### config.mk
export PLATFORM = sky130hd
export DESIGN_NAME = imm_gen_pipe
export DESIGN_NICKNAME = d
export VERILOG_FILES = /design/src/rtl/imm_gen_pipe_pkg.sv /design/src/rtl/imm_gen_pipe_imm_decode_comb.sv /design/src/rtl/imm_gen_pipe.sv
export SDC_FILE = /design/constraint.sdc
export NUM_CORES = 1
export LEC_CHECK = 0
export ABC_CLOCK_PERIOD_IN_PS = 5300
export CAP_MARGIN = 10
export CORE_MARGIN = 2
export CORE_UTILIZATION = 50
export CTS_BUF_LIST = sky130_fd_sc_hd__clkbuf_8
export CTS_CLUSTER_SIZE = 20
export DETAILED_ROUTE_END_ITERATION = 10
export PLACE_DENSITY_LB_ADDON = 0.08
export SYNTH_ARGS = -nofsm -noshare
export SYNTH_HDL_FRONTEND = slang
export SYNTH_SLANG_ARGS = --single-unit
### constraint.sdc
create_clock -name clk -period 5.3 [get_ports clk]
set_input_delay 1.59 -clock clk [delete_from_list [all_inputs] [get_ports clk]]
set_output_delay 1.59 -clock clk [all_outputs]
set_load 0.02 [all_outputs]
### src/rtl/imm_gen_pipe_pkg.sv
// imm_gen_pipe_pkg
//   Shared definitions for the immediate-generation stage: RV base opcodes,
//   shift funct3 encodings and the format classification codes.
package imm_gen_pipe_pkg;

    localparam logic [6:0] OpcLoad   = 7'b0000011;
    localparam logic [6:0] OpcOpImm  = 7'b0010011;
    localparam logic [6:0] OpcAuipc  = 7'b0010111;
    localparam logic [6:0] OpcStore  = 7'b0100011;
    localparam logic [6:0] OpcLui    = 7'b0110111;
    localparam logic [6:0] OpcBranch = 7'b1100011;
    localparam logic [6:0] OpcJalr   = 7'b1100111;
    localparam logic [6:0] OpcJal    = 7'b1101111;

    // funct3 values of the immediate shifts (SLLI, SRLI/SRAI)
    localparam logic [2:0] F3Sll = 3'b001;
    localparam logic [2:0] F3Sr  = 3'b101;

    localparam int unsigned FMT_W = 3;

    // Code 7 is reserved and never produced.
    typedef enum logic [FMT_W-1:0] {
        FmtNone  = 3'd0,
        FmtI     = 3'd1,
        FmtS     = 3'd2,
        FmtB     = 3'd3,
        FmtU     = 3'd4,
        FmtJ     = 3'd5,
        FmtShamt = 3'd6
    } fmt_e;

endpackage

### src/rtl/imm_gen_pipe_imm_decode_comb.sv
// imm_decode_comb
//   Purely combinational immediate extraction and format classification for
//   RV32I/RV64I instruction words.
// Ports:
//   inst_i  raw 32-bit instruction word
//   imm_o   XLEN-bit immediate (sign- or zero-extended per format)
//   fmt_o   format code
module imm_decode_comb
    import imm_gen_pipe_pkg::*;
#(
    parameter int unsigned XLEN         = 32,
    parameter int unsigned OFFSET_SHIFT = 0
) (
    input  logic [31:0]     inst_i,
    output logic [XLEN-1:0] imm_o,
    output fmt_e            fmt_o
);

    logic [6:0] opcode;
    logic [2:0] funct3;

    assign opcode = inst_i[6:0];
    assign funct3 = inst_i[14:12];

    // Size casts of signed operands sign-extend to XLEN.
    always_comb begin
        imm_o = '0;
        fmt_o = FmtNone;
        case (opcode)
            OpcLoad, OpcJalr: begin
                imm_o = XLEN'($signed(inst_i[31:20]));
                fmt_o = FmtI;
            end
            OpcOpImm: begin
                if (funct3 == F3Sll || funct3 == F3Sr) begin
                    // Shift amount only; funct7/funct6 bits are not part of the value.
                    if (XLEN == 64) begin
                        imm_o = XLEN'(inst_i[25:20]);
                    end else begin
                        imm_o = XLEN'(inst_i[24:20]);
                    end
                    fmt_o = FmtShamt;
                end else begin
                    imm_o = XLEN'($signed(inst_i[31:20]));
                    fmt_o = FmtI;
                end
            end
            OpcStore: begin
                imm_o = XLEN'($signed({inst_i[31:25], inst_i[11:7]}));
                fmt_o = FmtS;
            end
            OpcBranch: begin
                imm_o = XLEN'($signed({inst_i[31], inst_i[7], inst_i[30:25],
                                       inst_i[11:8], 1'b0})) << OFFSET_SHIFT;
                fmt_o = FmtB;
            end
            OpcLui, OpcAuipc: begin
                imm_o = XLEN'($signed({inst_i[31:12], 12'b0}));
                fmt_o = FmtU;
            end
            OpcJal: begin
                imm_o = XLEN'($signed({inst_i[31], inst_i[19:12], inst_i[20],
                                       inst_i[30:21], 1'b0})) << OFFSET_SHIFT;
                fmt_o = FmtJ;
            end
            default: begin
                imm_o = '0;
                fmt_o = FmtNone;
            end
        endcase
    end

endmodule

### src/rtl/imm_gen_pipe.sv
// imm_gen_pipe
//   Registered immediate-generation stage. Decodes the incoming instruction
//   and holds results in a 2-entry skid buffer (entry 0 is the head).
// Ports:
//   clk, reset            clock, synchronous active-high reset
//   flush                 drop all buffered entries (and any push this cycle)
//   in_valid/in_ready     input handshake; in_ready depends on state only
//   in_inst               raw instruction word
//   out_valid/out_ready   output handshake for the head entry
//   out_inst/out_imm/out_fmt  head entry contents
module imm_gen_pipe
    import imm_gen_pipe_pkg::*;
#(
    parameter int unsigned XLEN         = 32,
    parameter int unsigned OFFSET_SHIFT = 0
) (
    input  logic             clk,
    input  logic             reset,
    input  logic             flush,
    input  logic             in_valid,
    output logic             in_ready,
    input  logic [31:0]      in_inst,
    output logic             out_valid,
    input  logic             out_ready,
    output logic [31:0]      out_inst,
    output logic [XLEN-1:0]  out_imm,
    output logic [FMT_W-1:0] out_fmt
);

    logic [XLEN-1:0] dec_imm;
    fmt_e            dec_fmt;

    imm_decode_comb #(
        .XLEN        (XLEN),
        .OFFSET_SHIFT(OFFSET_SHIFT)
    ) u_decode (
        .inst_i(in_inst),
        .imm_o (dec_imm),
        .fmt_o (dec_fmt)
    );

    logic [1:0]      occ_q, occ_d;
    logic [31:0]     e0_inst_q, e0_inst_d, e1_inst_q, e1_inst_d;
    logic [XLEN-1:0] e0_imm_q, e0_imm_d, e1_imm_q, e1_imm_d;
    fmt_e            e0_fmt_q, e0_fmt_d, e1_fmt_q, e1_fmt_d;

    logic push, pop;

    assign in_ready  = !reset && (occ_q != 2'd2);
    assign out_valid = (occ_q != 2'd0);
    assign push      = in_valid && in_ready;
    assign pop       = out_valid && out_ready;

    assign out_inst = e0_inst_q;
    assign out_imm  = e0_imm_q;
    assign out_fmt  = e0_fmt_q;

    always_comb begin
        occ_d     = occ_q;
        e0_inst_d = e0_inst_q;
        e0_imm_d  = e0_imm_q;
        e0_fmt_d  = e0_fmt_q;
        e1_inst_d = e1_inst_q;
        e1_imm_d  = e1_imm_q;
        e1_fmt_d  = e1_fmt_q;
        if (flush) begin
            // Payload registers keep their contents; only occupancy is cleared.
            occ_d = 2'd0;
        end else begin
            case (occ_q)
                2'd0: begin
                    if (push) begin
                        e0_inst_d = in_inst;
                        e0_imm_d  = dec_imm;
                        e0_fmt_d  = dec_fmt;
                        occ_d     = 2'd1;
                    end
                end
                2'd1: begin
                    if (push && pop) begin
                        e0_inst_d = in_inst;
                        e0_imm_d  = dec_imm;
                        e0_fmt_d  = dec_fmt;
                    end else if (push) begin
                        e1_inst_d = in_inst;
                        e1_imm_d  = dec_imm;
                        e1_fmt_d  = dec_fmt;
                        occ_d     = 2'd2;
                    end else if (pop) begin
                        occ_d = 2'd0;
                    end
                end
                2'd2: begin
                    // in_ready is low here, so only a pop can happen.
                    if (pop) begin
                        e0_inst_d = e1_inst_q;
                        e0_imm_d  = e1_imm_q;
                        e0_fmt_d  = e1_fmt_q;
                        occ_d     = 2'd1;
                    end
                end
                default: occ_d = 2'd0;
            endcase
        end
    end

    always_ff @(posedge clk) begin
        if (reset) begin
            occ_q     <= 2'd0;
            e0_inst_q <= '0;
            e0_imm_q  <= '0;
            e0_fmt_q  <= FmtNone;
            e1_inst_q <= '0;
            e1_imm_q  <= '0;
            e1_fmt_q  <= FmtNone;
        end else begin
            occ_q     <= occ_d;
            e0_inst_q <= e0_inst_d;
            e0_imm_q  <= e0_imm_d;
            e0_fmt_q  <= e0_fmt_d;
            e1_inst_q <= e1_inst_d;
            e1_imm_q  <= e1_imm_d;
            e1_fmt_q  <= e1_fmt_d;
        end
    end

endmodule

==> out/metrics.sh <==
SYN-NUM-NETS=737
TIMING.CLOCK.SKEW_NS=0.00851
FLOORPLAN.CORE_AREA_SQ_UM=11500
R2R_START='occ_q[1]'
CRIT_FANOUT=54
WORSTPATHREQUIRED_NS=3.71
END_KIND='output port'
AREA_GROWTH_PCT=23.6
INSTANCES_NO_FILL=928
SYNTH_FLOP_CELL='sky130_fd_sc_hd__dfxtp_1'
DIE_Y_UM=113
SEQ_AREA_FRAC_SYNTH=0.458
POST-ROUTE-DRC-COUNT=6
SLEW-LIMIT-HEADROOM=0.266
POWERDENSITY_nW_PER_UM2=281
CLOCK-ROOT-BUFFER='sky130_fd_sc_hd__clkbuf_8'
MAXSLEWVIOLCOUNT=0
CRITICAL_PATH_CLASS='input pin to output port'
FIRST_PASS_GRT_WIRE_LENGTH_UM=25800
CLK-INSERTION-DELAY-LATE_NS=0.44
WORST-R2R-CELL-COUNT=5
HOLD_END='e1_imm_q[5]'
FMAX_MHz=233
CTS-HOLD-FIX-BUFFERS=0
CTS_SETUP_BUFFERS=0
GRT_PASS1_VIAS=5110
OUTCOME='complete, but fails checks'
ROUTE.FINAL.WIRE_LENGTH_UM=16000
DRT-INITIAL-DRC-COUNT=359
FINALWORSTSETUPSLACK_NS=1.00
FIN_NETS=810
CPMAXSTAGEDELAYCELL='sky130_fd_sc_hd__clkdlybuf4s50_1'
CRIT_PATH_START='reset'
DRIVE_ABOVE_1_SHARE=0.0854
WL_PER_CELL_UM=17.2
POWER.STATIC_LEAKAGE_nW=2.38
TIGHTESTPINTRANSITION_NS=1.10
BUFFER_PORTS.INSERTED=105
IR_WORST_VDD_V=0.000173
REGTOREGENDPOINT='e1_imm_q[15]'
NUM_ANTENNA_CELLS=0
POST_CTS_REPAIR_RESIZE_COUNT=0
CRIT_CHAIN='buf_4, nor2_1, clkdlybuf4s50_1'
NUMBER_OF_CELL_ROWS=39
NUMCTSBUFFERS=17
MAX_STAGE_DELAY_ON_CRIT_PATH_NS=0.56
CLOCK_TREE_FROM_TRITONCTS='yes'
PIN_COUNT_OF_THE_BIGGEST_NET_ENTERING_GLOBAL_ROUTING=92
YS.WARNINGS.COUNT=0
CTS_NUM_SINKS=136
PRE_CTS_WS_NS=1.00
HOLD_PATH_CLASS='flop to flop'
DIE_W_UM=113
FINAL_ANTENNA_NET_COUNT=0
CAP_VIOLATIONS=0
SYNTHMOSTINSTANTIATEDCELL='sky130_fd_sc_hd__nand2_1'
INITIAL_CORE_UTILIZATION=0.516
SYNTHARSTFLOPSHARE=0
DRT_PASS1_ITERATIONS=10
YOSYS-TOP-CELLS-AREA='sky130_fd_sc_hd__dfxtp_1, sky130_fd_sc_hd__nand2_1, sky130_fd_sc_hd__a311oi_1'
RRSETUPSLACK_NS=2.88
CLK_TRANSITION_REPORTED_PATHS_NS=0.07
SYNTH.TOP_CELLS.BY_COUNT='sky130_fd_sc_hd__nand2_1, sky130_fd_sc_hd__dfxtp_1, sky130_fd_sc_hd__nor2_1'
CRITPATHTOPFAMILY='buffers and inverters'
CTS_BUFFER_DEPTH=2
SYNTH.AVG_CELL_AREA_SQ_UM=8.49
HOLD_PATH_STARTPOINT='e1_imm_q[5]'
SYNTH_TOP_AREA_CELL='sky130_fd_sc_hd__dfxtp_1'
FAILED_CHECKS='DRC'
DRT-VIAS-PER-INSTANCE=5.88
OVERFLOW_LEFT_AFTER_GLOBAL_ROUTING=0
IO_PINS=106
PLACE.DETAILED.HPWL_UM=10200
SYNTH.CELL_AREA_SQ_UM=5940
WORST_SETUP_PATH_START_KIND='input pin'
SYNTH.LIB_CELLS_USED.DISTINCT=51
CTS-HTREE-LEVELS=4
YOSYS.AREA.TOP_TYPE_SHARE=0.458
WORST_HOLD_SLACK_NS=0.460
DP_CELLS=897
FIN_TOTAL_PWR_mW=2.06
RSZ0062_AT_GRT='false'
CRIT_PATH_TIME_FINAL_NS=4.30
TNS_NS=0
HOLDPATHSTAGES=2
SYNTHESIZED_NETLIST_CELL_COUNT=700
ROUTED_VIA_COUNT=5461
TOTAL_GLOBAL_ROUTING_TRACK_UTILIZATION=0.251
DIE-AREA_SQ_UM=12800
GP_CONGESTION=0.817
WORST-ENDPOINT-ARRIVAL_NS=2.71
REPORT.FINAL.SETUP_VIOL=0
SYNTH_ENABLE_FLOP_CELLS=0
TIMING.FINAL.HOLD_VIOLATIONS=0
GRT_ANTENNA_BEFORE_REPAIR=0
FINALCRITPERIODSHARE=0.811
YS_SEQ_ELEMENTS=136
WORST-PATH-BUF-INV=2
[cells by family (layout without fill, tap and decap cells)]
group / Yosys count / after routing / share of synthesized area
simple gates: 294 / 294 / 0.224
compound gates: 182 / 182 / 0.235
flops: 136 / 136 / 0.458
buf+inv: 68 / 153 / 0.0495
mux: 19 / 19 / 0.0320
xor+xnor: 1 / 1 / 0.00147
[layer usage]
layer | wire length, um | track usage | vias to the layer above
met5 | 0 | 0 | -
met3 | 992 | 0.0632 | 19
li1 | - | - | 2651
met1 | 7410 | 0.355 | 2605
met4 | 247 | 0.0764 | 0
met2 | 7340 | 0.378 | 186
[registers in the layout (all words and copies together) (netlist names)]
register,count
occ_q,2
out_imm,32
out_inst,32
e1_imm_q,32
e1_inst_q,32
e1_fmt_q,3
out_fmt,3
[worst reg2reg max path: cells and delay by family (launching register included)]
kind	cells	cell delay, ns
buf+inv	1	0.48
simple gates	3	1.20
flops	1	0.39
compound gates	1	0.25
[through the flow]
step	utilization	cell area, sq um
after floorplan	-	5940
after global placement	0.609	7010
after detailed placement	0.609	7010
after CTS	0.638	7350
after global routing	0.638	7350
final	0.638	7350
[layout make-up]
cell class                      count  area (sq um)
Fill cell                         986          4170
Tap cell                          143           179
Timing Repair Buffer              119          1150
Inverter                            3          11.3
Clock inverter                     13          90.1
Sequential cell                   136          2720
Clock buffer                       18           248
Multi-Input combinational cell    496          2940
[where the power goes]
group	total [mW]	internal, mW	switching (mW)
Combinational	0.243	0.107	0.136
Clock	0.754	0.368	0.386
Sequential	1.07	1.05	0.0158
[placed cells by master, fill, tap and decap left out, types with 2 or more instances in the layout]
master / netlist / layout
sky130_fd_sc_hd__nor2b_1: 2 / 2
sky130_fd_sc_hd__nand4b_1: 4 / 4
sky130_fd_sc_hd__buf_4: 2 / 15
sky130_fd_sc_hd__clkbuf_8: 0 / 18
sky130_fd_sc_hd__a22oi_1: 5 / 5
sky130_fd_sc_hd__nand2_1: 152 / 152
sky130_fd_sc_hd__or2_2: 2 / 2
sky130_fd_sc_hd__nand3b_1: 5 / 5
sky130_fd_sc_hd__a311oi_1: 61 / 61
sky130_fd_sc_hd__mux2i_1: 19 / 19
sky130_fd_sc_hd__o21ai_0: 8 / 8
sky130_fd_sc_hd__nor2_1: 77 / 76
sky130_fd_sc_hd__o22ai_1: 2 / 2
sky130_fd_sc_hd__nor3_1: 9 / 9
sky130_fd_sc_hd__o311ai_1: 2 / 2
sky130_fd_sc_hd__nor4_1: 6 / 6
sky130_fd_sc_hd__clkdlybuf4s50_1: 0 / 104
sky130_fd_sc_hd__clkinv_2: 0 / 9
sky130_fd_sc_hd__inv_1: 3 / 5
sky130_fd_sc_hd__o21bai_1: 8 / 8
sky130_fd_sc_hd__nand2b_1: 22 / 22
sky130_fd_sc_hd__a21oi_1: 52 / 52
sky130_fd_sc_hd__a311oi_2: 10 / 10
sky130_fd_sc_hd__o21ai_2: 2 / 2
sky130_fd_sc_hd__a211oi_1: 13 / 13
sky130_fd_sc_hd__o211ai_1: 12 / 12
sky130_fd_sc_hd__dfxtp_1: 136 / 136
[worst max path at each step]
| stage | endpoint | cells after the start |
|---|---|---|
| finish | in_ready | 3 |
| global route | in_ready | 3 |
| CTS | in_ready | 3 |
| detailed placement | in_ready | 3 |
| global placement | in_ready | 3 |
| floorplan | in_ready | 4 |
Note: power is estimated with default switching activity, not from simulation.
